File: config.mk
export PLATFORM = sky130hd
export DESIGN_NAME = capture_sequencer
export DESIGN_NICKNAME = d
export VERILOG_FILES = /design/src/rtl/capture_sequencer.sv
export SDC_FILE = /design/constraint.sdc
export NUM_CORES = 1
export LEC_CHECK = 0
export ABC_AREA = 1
export CAP_MARGIN = 20
export CORE_MARGIN = 2
export CORE_UTILIZATION = 40
export DETAILED_ROUTE_END_ITERATION = 16
export PLACE_DENSITY_LB_ADDON = 0.08
export SLEW_MARGIN = 25
export SYNTH_ARGS = -nofsm -noshare
export SYNTH_HDL_FRONTEND = slang
export SYNTH_SLANG_ARGS = --single-unit
File: constraint.sdc
create_clock -name clk -period 2.4 [get_ports clk]
set_clock_uncertainty 0.15 [all_clocks]
set_input_delay 0.48 -clock clk [delete_from_list [all_inputs] [get_ports clk]]
set_output_delay 0.48 -clock clk [all_outputs]
set_load 0.02 [all_outputs]
File: src/rtl/capture_sequencer.sv
// Capture/readout sequencer: arms, waits for a triggered sample, fills a single-port
// RAM with 2**AW consecutive valid samples, then streams them back on valid/ready.
module capture_sequencer #(
  parameter int AW = 5,
  parameter int DW = 8
) (
  input  logic          clk,
  input  logic          reset_n,
  input  logic          arm,
  input  logic          abort,
  input  logic [DW-1:0] sample_in,
  input  logic          sample_valid,
  input  logic          trigger,
  output logic [AW-1:0] ram_addr,
  output logic          ram_rw,
  output logic [DW-1:0] ram_wdata,
  input  logic [DW-1:0] ram_rdata,
  output logic [DW-1:0] out_data,
  output logic          out_valid,
  input  logic          out_ready,
  output logic          busy,
  output logic          done
);

  typedef enum logic [2:0] {
    S_IDLE,
    S_ARMED,
    S_CAPTURE,
    S_RD_REQ,
    S_RD_WAIT,
    S_RD_LATCH,
    S_SEND
  } state_e;

  localparam logic [AW-1:0] LAST = '1;
  localparam logic [AW-1:0] ONE  = AW'(1);

  state_e        state_q;
  logic [AW-1:0] wr_ptr_q;
  logic [AW-1:0] rd_ptr_q;
  logic [AW-1:0] ram_addr_q;
  logic          ram_rw_q;
  logic [DW-1:0] ram_wdata_q;
  logic [DW-1:0] out_data_q;
  logic          out_valid_q;
  logic          done_q;

  // NOTE: every register here, including the RAM-facing ones, takes the synchronous
  // reset; the sample RAM itself lives outside and is never cleared.
  always_ff @(posedge clk) begin
    if (!reset_n) begin
      state_q     <= S_IDLE;
      wr_ptr_q    <= '0;
      rd_ptr_q    <= '0;
      ram_addr_q  <= '0;
      ram_rw_q    <= 1'b1;
      ram_wdata_q <= '0;
      out_data_q  <= '0;
      out_valid_q <= 1'b0;
      done_q      <= 1'b0;
    end else if (abort) begin
      state_q     <= S_IDLE;
      wr_ptr_q    <= '0;
      rd_ptr_q    <= '0;
      ram_rw_q    <= 1'b1;
      out_valid_q <= 1'b0;
      done_q      <= 1'b0;
    end else begin
      // NOTE: the RAM writes on every cycle with ram_rw low, so read is the default
      // and only a registered capture write overrides it.
      ram_rw_q <= 1'b1;
      done_q   <= 1'b0;
      case (state_q)
        S_IDLE: begin
          if (arm) begin
            state_q  <= S_ARMED;
            wr_ptr_q <= '0;
            rd_ptr_q <= '0;
          end
        end
        S_ARMED: begin
          if (sample_valid && trigger) begin
            ram_rw_q    <= 1'b0;
            ram_addr_q  <= '0;
            ram_wdata_q <= sample_in;
            wr_ptr_q    <= ONE;
            state_q     <= S_CAPTURE;
          end
        end
        S_CAPTURE: begin
          if (sample_valid) begin
            ram_rw_q    <= 1'b0;
            ram_addr_q  <= wr_ptr_q;
            ram_wdata_q <= sample_in;
            wr_ptr_q    <= wr_ptr_q + ONE;
            if (wr_ptr_q == LAST) state_q <= S_RD_REQ;
          end
        end
        S_RD_REQ: begin
          ram_addr_q <= rd_ptr_q;
          state_q    <= S_RD_WAIT;
        end
        S_RD_WAIT: state_q <= S_RD_LATCH;
        S_RD_LATCH: begin
          out_data_q  <= ram_rdata;
          out_valid_q <= 1'b1;
          state_q     <= S_SEND;
        end
        S_SEND: begin
          if (out_ready) begin
            out_valid_q <= 1'b0;
            if (rd_ptr_q == LAST) begin
              done_q  <= 1'b1;
              state_q <= S_IDLE;
            end else begin
              rd_ptr_q <= rd_ptr_q + ONE;
              state_q  <= S_RD_REQ;
            end
          end
        end
        default: state_q <= S_IDLE;
      endcase
    end
  end

  assign ram_addr  = ram_addr_q;
  assign ram_rw    = ram_rw_q;
  assign ram_wdata = ram_wdata_q;
  assign out_data  = out_data_q;
  assign out_valid = out_valid_q;
  assign done      = done_q;
  assign busy      = (state_q != S_IDLE);

endmodule

==> flow_summary_export.csv, run 1 <==
group,metric,value,unit
pwr,p_leak,0.975,nW
synth,yosysUniqueCellTypes,27,
final_layout,fin_area,2390,um^2
clocking,clkSinkCount,37,
die,dieArea,5020,um^2
drt,drtAntennaViolNets,0,
synth,syn_avg_cell_area,7.18,um^2
place,hpwl,3040,um
die,die-width,70.8,um
run_status,status,"completed",
worst_setup_path,start_kind,"flip-flop",
clocking,postCtsResizedCells,0,
timing,fmax,441,MHz
drt,via_count,1697,
global_routing,grt_pass1_wl,6700,um
timing,final_max_slew_viol_count,0,
timing,fin_crit,2270,ps
timing,setup-tns-final,0,ps
clocking,cts_hold_buf,0,
worst_setup_path,worstSetupPathType,"flip-flop to primary output",
worst_setup_path,critPathMaxFanout,8,
global_routing,grt_pass1_vias,1557,
timing,max_slew_margin,79.4,%
place,place_ws,348,ps
pwr,p_per_area,585,nW/um^2
synth,synth.top_cell.area_share,41.5,%
timing,hold_viol,0,
die,die_h,70.8,um
worst_setup_path,r2r_start,"rd_ptr_q[0]",
worst_setup_path,r2r_cells,10,
global_routing,grt_usage,16.6,%
die,start_util,41.3,%
worst_setup_path,crit_arrival,1640,ps
clocking,clk_path_buf_depth,2,
hold_path,min_to,"out_valid",
drt,wl,4060,um
clocking,clk_latency,290,ps
timing,fin_ws,133,ps
synth,syn-instance-count,249,
drt,first_pass_iters,4,
hold_path,hold_depth,2,
synth,ys_ff_latch,37,
worst_setup_path,worstPathRequired,1770,ps
worst_setup_path,endpoint_kind,"primary output",
timing,setup_viol,0,
place,placed_area,2310,um^2
drt,drcViolationCount,0,
final_layout,area_delta_synth_final,33.9,%
place,numPortBuffers,47,
final_layout,drive_above_1_share,9.97,%
die,ios,48,
global_routing,overflow,0,
clocking,cts_buffers,5,
synth,synth_area_leaders,"dfxtp_1, nor2_1, nand2_1, o21ai_0, inv_1",
die,rows,24,
final_layout,antennaDiodeCount,0,
synth,syn_nets,276,
die,fp.coreArea,4320,um^2
global_routing,antenna_found_initial,0,
synth,synth_top_area_cell,"dfxtp_1",
synth,synth_warnings,0,
place,routabilityCongestion,0.840,
global_routing,grt_max_degree,23,
clocking,postCtsSetupBuffers,0,
timing,worstMarginPinSlew,309,ps
drt,first_iter_violations,68,
drt,wl_per_cell,11.5,um
timing,rsz0062_at_grt,"no",
clocking,path_clk_slew,70,ps
worst_setup_path,timing.rr.end,"rd_ptr_q[3]",
drt,viasPerCell,4.81,
synth,syn-cell-area,1790,um^2
run,maxCapViolations,0,
clocking,clock-root-buffer,"clkbuf_8",
final_layout,fin_nets,328,
clocking,cts_tree,"done",
pwr,vdd_ir_drop_max,301,uV
clocking,ctsHtreeMaxLevel,2,
worst_setup_path,worst-r2r-setup-slack,620,ps
timing,fin_hold_ws,310,ps
hold_path,worstHoldStart,"out_valid",
hold_path,worst_hold_path_type,"flip-flop to flip-flop",
timing,fin_crit_sh,94.4,%
synth,ys_seq_area_share,41.5,%
-- layer usage --
metal / vias up / GRT usage [%] / share of wire, %
met3: 7 / 3.99 / 5.9
met4: 0 / 7.34 / 1.6
met2: 42 / 27.5 / 45
li1: 903 / - / -
met5: - / 0 / 0
met1: 745 / 20.6 / 47
-- cell families after synthesis --
kind of cell	synth area share (%)
and+or+nand+nor	36.1
buffers and inverters	7.63
adders and majority gates	2.80
DFF	41.5
AOI/OAI and AO/OA	12.0
-- worst max path at each step --
stage,start,slack (ps),cells after the start,to
final,state_q[2],130,3,busy
after global routing,state_q[2],60,3,busy
after CTS,state_q[2],120,3,busy
after detailed placement,abort,350,6,out_data[7]
after global placement,abort,400,6,out_data[0]
after floorplan,rd_ptr_q[0],810,10,rd_ptr_q[3]
-- flip-flops by register name (all words and copies together) (netlist names) --
signal	count
state_q	3
rd_ptr_q	5
ram_addr	5
ram_rw	1
done	1
out_data	8
out_valid	1
wr_ptr_q	5
ram_wdata	8
-- where the power goes --
group | switching (W) | total, W | internal, W
combinational | 0.000174 | 0.000302 | 0.000128
sequential | 0.0000171 | 0.000660 | 0.000643
clock | 0.000208 | 0.000436 | 0.000228
total | 0.000399 | 0.00140 | 0.000999
-- critical path, cell delays in order, from the launching register on --
cell	delay (ps)
dfxtp_1	480
nor2_2	110
nand2_1	130
clkdlybuf4s50_1	620
-- Yosys cell counts, drive strengths merged --
cell    instances
a21oi          14
nand3          10
inv            26
or2             1
dfxtp          37
nor2           58
a31oi           1
ha              4
nor3b           1
o21ai          25
o22ai           1
clkbuf          1
nand4           5
buf             4
nand2          52
nor3            9
-- cell usage in the layout (no fill, tap or decap) --
cell,netlist,final
nand2_1,44,44
o21ai_1,4,4
nand4_2,1,1
nor2_4,5,5
nand2_4,3,3
inv_2,2,2
a31oi_1,1,1
nor2_1,52,52
nor3b_1,1,1
a21oi_2,2,2
dfxtp_1,37,37
a21oi_1,12,12
o22ai_1,1,1
nor3_1,9,9
nand3_1,8,8
buf_4,1,3
inv_1,24,24
clkbuf_8,0,6
ha_1,4,4
nand3_2,2,2
nand2_2,5,5
nor2_2,1,1
nand4_1,4,4
clkdlybuf4s50_1,0,47
or2_1,1,1
clkbuf_1,1,1
o21ai_0,21,21
-- metrics by stage --
step	cells	utilization, %	power [W]
6_report	353	55.3	0.00140
5_1_grt	353	55.3	0.00148
4_1_cts	353	55.3	0.00141
3_5_place_dp	346	53.3	0.000978
3_3_place_gp	346	53.3	0.000977
2_1_floorplan	249	-	0.000862
-- layout make-up --
cell class	count	area, um^2
clock buffers	7	86.3
well taps	52	65.1
fillers	443	1930
multi-input cells	181	910
inverters	26	97.6
flip-flops and latches	37	741
repair buffers	50	493
(Power assumes the default switching activity.)
==> run 2: changes to the inputs <==
--- a/config.mk
+++ b/config.mk
@@ -8,7 +8,7 @@
 export ABC_AREA = 1
 export CAP_MARGIN = 20
 export CORE_MARGIN = 2
-export CORE_UTILIZATION = 40
+export CORE_UTILIZATION = 50
 export DETAILED_ROUTE_END_ITERATION = 16
 export PLACE_DENSITY_LB_ADDON = 0.08
 export SLEW_MARGIN = 25
==> run 2 against run 1 <==
Effect of this change: cell area shrank 0.84%; global-route usage rose by 4.5 points; sequential power about the same; critical path type unchanged; critical endpoint unchanged.
==> flow_summary_export.csv, run 2 (synthesized netlist as in run 1, its figures left out) <==
group,metric,value,unit
global_routing,grt_usage,21.2,%
run_status,status,"completed",
hold_path,min_to,"out_valid",
final_layout,fin_cells,347,
timing,fmax,444,MHz
run,maxCapViolations,0,
clocking,clkSinkCount,37,
clocking,cts_tree,"done",
drt,drtAntennaViolNets,0,
timing,worstMarginPinSlew,284,ps
worst_setup_path,r2r_cells,10,
worst_setup_path,critPathMaxFanout,8,
worst_setup_path,worstPathRequired,1770,ps
final_layout,fin_area,2370,um^2
pwr,p_per_area,580,nW/um^2
drt,first_pass_iters,4,
worst_setup_path,worstSetupPathType,"flip-flop to primary output",
worst_setup_path,startpoint,"state_q[2]",
timing,setup-tns-final,0,ps
final_layout,antennaDiodeCount,0,
worst_setup_path,endpoint_kind,"primary output",
clocking,cts_buffers,5,
drt,wl_per_cell,11.6,um
place,dp_cells,340,
global_routing,grt_max_degree,23,
die,rows,21,
place,routabilityCongestion,0.882,
pwr,p_leak,0.972,nW
timing,final_max_slew_viol_count,0,
clocking,cts_hold_buf,0,
final_layout,area_delta_synth_final,32.8,%
place,numPortBuffers,47,
place,placed_area,2300,um^2
drt,wl,4040,um
worst_setup_path,start_kind,"flip-flop",
timing,setup_viol,0,
die,ios,48,
timing,hold_viol,0,
die,die_h,63.8,um
die,die-width,63.8,um
global_routing,antenna_found_initial,0,
clocking,clk_path_buf_depth,2,
worst_setup_path,r2r_start,"rd_ptr_q[0]",
hold_path,worstHoldStart,"out_valid",
place,hpwl,3060,um
timing,fin_crit_sh,93.9,%
final_layout,drive_above_1_share,10.6,%
clocking,ctsHtreeMaxLevel,2,
die,start_util,52.7,%
drt,via_count,1696,
die,dieArea,4070,um^2
final_layout,final_cell_mix,"nor2_1, clkdlybuf4s50_1, nand2_1",
drt,first_iter_violations,83,
worst_setup_path,timing.rr.end,"rd_ptr_q[3]",
drt,drcViolationCount,0,
final_layout,final_common_cell,"nor2_1",
drt,viasPerCell,4.89,
clocking,clock-root-buffer,"clkbuf_4",
global_routing,grt_pass1_vias,1488,
clocking,postCtsSetupBuffers,0,
clocking,clk_latency,340,ps
timing,rsz0062_at_grt,"no",
timing,max_slew_margin,81.1,%
hold_path,hold_depth,2,
worst_setup_path,crit_arrival,1620,ps
worst_setup_path,worst-r2r-setup-slack,620,ps
global_routing,overflow,0,
final_layout,fin_nets,328,
clocking,path_clk_slew,100,ps
global_routing,grt_pass1_wl,6780,um
timing,fin_crit,2250,ps
timing,fin_hold_ws,322,ps
hold_path,worst_hold_path_type,"flip-flop to flip-flop",
die,fp.coreArea,3390,um^2
pwr,vdd_ir_drop_max,445,uV
## run 2: cell count changes in the layout (fill, tap and decap cells not counted)
| cell | before | now |
|---|---|---|
| bufinv_16 | 0 | 1 |
| clkbuf_1 | 1 | 0 |
| clkbuf_4 | 0 | 5 |
| clkbuf_8 | 6 | 0 |
| clkinv_2 | 0 | 1 |
| dfxtp_1 | 37 | 36 |
| dfxtp_2 | 0 | 1 |
## run 2: routing by layer
layer | vias to the layer above | global-route usage, % | wire (um) | part of all wire, %
li1 | 907 | - | - | -
met1 | 748 | 28.4 | 1940 | 48
met2 | 36 | 32.0 | 1830 | 45
met3 | 5 | 6.34 | 212 | 5.2
met4 | 0 | 7.88 | 51 | 1.3
met5 | - | 0 | 0 | 0
## run 2: power breakdown
part / internal, W / leakage, nW / switching, W
Combinational: 0.000128 / 0.630 / 0.000174
Clock: 0.000212 / 0.0410 / 0.000200
Sequential: 0.000643 / 0.300 / 0.0000184
Total: 0.000983 / 0.972 / 0.000393
## run 2: worst max path at each step
| stage | endpoint | slack (ps) |
|---|---|---|
| after detailed placement | out_data[1] | 370 |
| after global placement | out_data[1] | 440 |
| after global routing | busy | 60 |
| after floorplan | rd_ptr_q[3] | 810 |
| after CTS | busy | 80 |
| final | busy | 150 |
## run 2: layout make-up
| type | count | area (um^2) |
|---|---|---|
| inverter | 26 | 97.6 |
| clock inverter | 2 | 35.0 |
| multi-input combinational | 181 | 910 |
| fill | 292 | 1020 |
| timing repair buffer | 50 | 493 |
| clock buffer | 5 | 37.5 |
| tap | 46 | 57.6 |
| sequential | 37 | 742 |
## run 2: timing repair
item / CTS / global route
endpoints found under the setup margin: 0 / 1
gates resized for setup: 0 / 1
endpoints found under the hold margin: 0 / 0
## run 2: worst max-delay path, stage by stage, from the launching register on
cell and delay [ps]:
dfxtp_2 380, nor2_2 220, nand2_1 130, clkdlybuf4s50_1 560
## run 2: stage by stage
step	setup WS, ps	power [W]	utilization, %
floorplan	810	0.000862	-
global placement	438	0.000975	67.8
detailed placement	369	0.000977	67.8
CTS	80.3	0.00139	70.0
global route	61.8	0.00145	70.0
finish	146	0.00138	70.0
==> run 3: changes to the inputs <==
--- a/config.mk
+++ b/config.mk
@@ -7,7 +7,7 @@
 export LEC_CHECK = 0
 export ABC_AREA = 1
 export CAP_MARGIN = 20
-export CORE_MARGIN = 2
+export CORE_MARGIN = 8
 export CORE_UTILIZATION = 50
 export DETAILED_ROUTE_END_ITERATION = 16
 export PLACE_DENSITY_LB_ADDON = 0.08
==> run 3 against run 2 <==
Effect of this change: hold slack gained 13 ps; flip-flop and latch count did not move; combinational power is essentially flat.
==> flow_summary_export.csv, run 3 (synthesized netlist as in run 1, its figures left out) <==
group,metric,value,unit
run_status,status,"completed",
pwr,swShare,28.4,%
clocking,clk_latency,340,ps
pwr,p_leak,0.975,nW
worst_setup_path,critPathMaxFanout,5,
worst_setup_path,crit_arrival,1620,ps
clocking,clock-root-buffer,"clkbuf_4",
pwr,power.share.clock,32.2,%
pwr,vdd_ir_drop_max,486,uV
timing,hold_viol,0,
final_layout,final_common_cell,"nor2_1",
timing,fmax,445,MHz
timing,fin_crit,2250,ps
final_layout,antennaDiodeCount,0,
die,ios,48,
global_routing,antenna_found_initial,0,
drt,wl,4470,um
timing,worstMarginPinSlew,301,ps
pwr,p_int,0.00102,W
pwr,p_sw,0.000404,W
die,start_util,52.7,%
clocking,ctsHtreeMaxLevel,2,
timing,final_max_slew_viol_count,0,
clocking,cts_buffers,5,
drt,first_pass_iters,4,
place,routabilityCongestion,0.873,
worst_setup_path,worstPathRequired,1770,ps
global_routing,overflow,0,
clocking,clkSinkCount,37,
die,die_h,75.8,um
place,placed_area,2300,um^2
global_routing,grt_pass1_wl,7450,um
timing,fin_crit_sh,93.6,%
drt,viasPerCell,4.99,
place,numPortBuffers,47,
worst_setup_path,r2r_cells,9,
final_layout,fin_nets,328,
clocking,postCtsSetupBuffers,0,
final_layout,fin_area,2390,um^2
final_layout,area_delta_synth_final,33.7,%
place,hpwl,3350,um
hold_path,hold_depth,2,
worst_setup_path,timing.rr.end,"rd_ptr_q[2]",
die,rows,21,
timing,rsz0062_at_grt,"no",
drt,drtAntennaViolNets,0,
hold_path,worstHoldStart,"out_valid",
timing,max_slew_margin,79.9,%
pwr,p_comb_share,21.4,%
clocking,cts_tree,"done",
die,die-width,75.8,um
final_layout,final_cell_mix,"nor2_1, clkdlybuf4s50_1, nand2_1",
worst_setup_path,worstSetupPathType,"flip-flop to primary output",
timing,setup-tns-final,0,ps
worst_setup_path,r2r_start,"rd_ptr_q[0]",
clocking,cts_hold_buf,0,
drt,first_iter_violations,126,
worst_setup_path,worst-r2r-setup-slack,590,ps
drt,drcViolationCount,0,
pwr,p_per_area,596,nW/um^2
worst_setup_path,start_kind,"flip-flop",
die,dieArea,5740,um^2
hold_path,min_to,"out_valid",
timing,setup_viol,0,
run,maxCapViolations,0,
worst_setup_path,endpoint_kind,"primary output",
global_routing,grt_usage,16.7,%
final_layout,drive_above_1_share,10.9,%
drt,wl_per_cell,12.8,um
global_routing,grt_pass1_vias,1625,
pwr,p_seq_share,46.5,%
clocking,clk_path_buf_depth,2,
die,fp.coreArea,3390,um^2
global_routing,grt_max_degree,23,
hold_path,worst_hold_path_type,"flip-flop to flip-flop",
drt,via_count,1736,
clocking,path_clk_slew,110,ps
[run 3: changes by cell type in the layout (fill, tap and decap cells not counted), sizes merged]
cell / change
clkbuf: +1
clkinv: -1
clkinvlp: +1
[run 3: layout make-up]
cell class                 instances  area [um^2]
fill                             280         1000
multi-input combinational        181          910
sequential                        37          742
timing repair buffer              50          493
inverter                          26         97.6
tap                               46         57.6
clock buffer                       6         51.3
clock inverter                     2         37.5
[run 3: power groups by stage]
stage                     logic (W)  registers, W  clock network [W]
final                      0.000304      0.000661           0.000458
after global routing       0.000336      0.000665           0.000498
after CTS                  0.000306      0.000661           0.000469
after detailed placement   0.000304      0.000674                  0
after global placement     0.000301      0.000674                  0
after floorplan            0.000165      0.000697                  0
[run 3: worst max-delay path by stage]
stage | start | to | slack, ps | cells past startpoint
final | state_q[1] | busy | 150 | 3
after global routing | state_q[2] | busy | 70 | 3
after CTS | state_q[2] | busy | 70 | 3
after detailed placement | abort | out_data[4] | 380 | 6
after global placement | abort | out_data[5] | 460 | 6
after floorplan | rd_ptr_q[0] | rd_ptr_q[3] | 810 | 10
[run 3: what timing repair did]
action / in CTS / in global routing
endpoints found under the setup margin: 0 / 1
resized for setup: 0 / 1
hold endpoints to repair: 0 / 0
[run 3: metal layers]
| metal | up-vias | routed length [um] | track usage, % |
|---|---|---|---|
| li1 | 907 | - | - |
| met1 | 756 | 1990 | 21.6 |
| met2 | 65 | 2070 | 26.0 |
| met3 | 8 | 340 | 5.39 |
| met4 | 0 | 66 | 4.26 |
| met5 | - | 0 | 0 |
[run 3: critical path: stages, from the launching register on]
cell	delay [ps]
dfxtp_1	450
nor2_2	90
nand2_1	120
clkdlybuf4s50_1	620
[run 3: through the flow]
stage	hold WS, ps	total power (W)	std cells	setup slack [ps]	util, %
2_1_floorplan	313	0.000862	249	810	-
3_3_place_gp	313	0.000975	340	461	67.8
4_1_cts	336	0.00144	348	69.1	70.4
3_5_place_dp	317	0.000978	340	376	67.8
6_report	335	0.00142	348	154	70.5
5_1_grt	362	0.00150	348	65.8	70.5
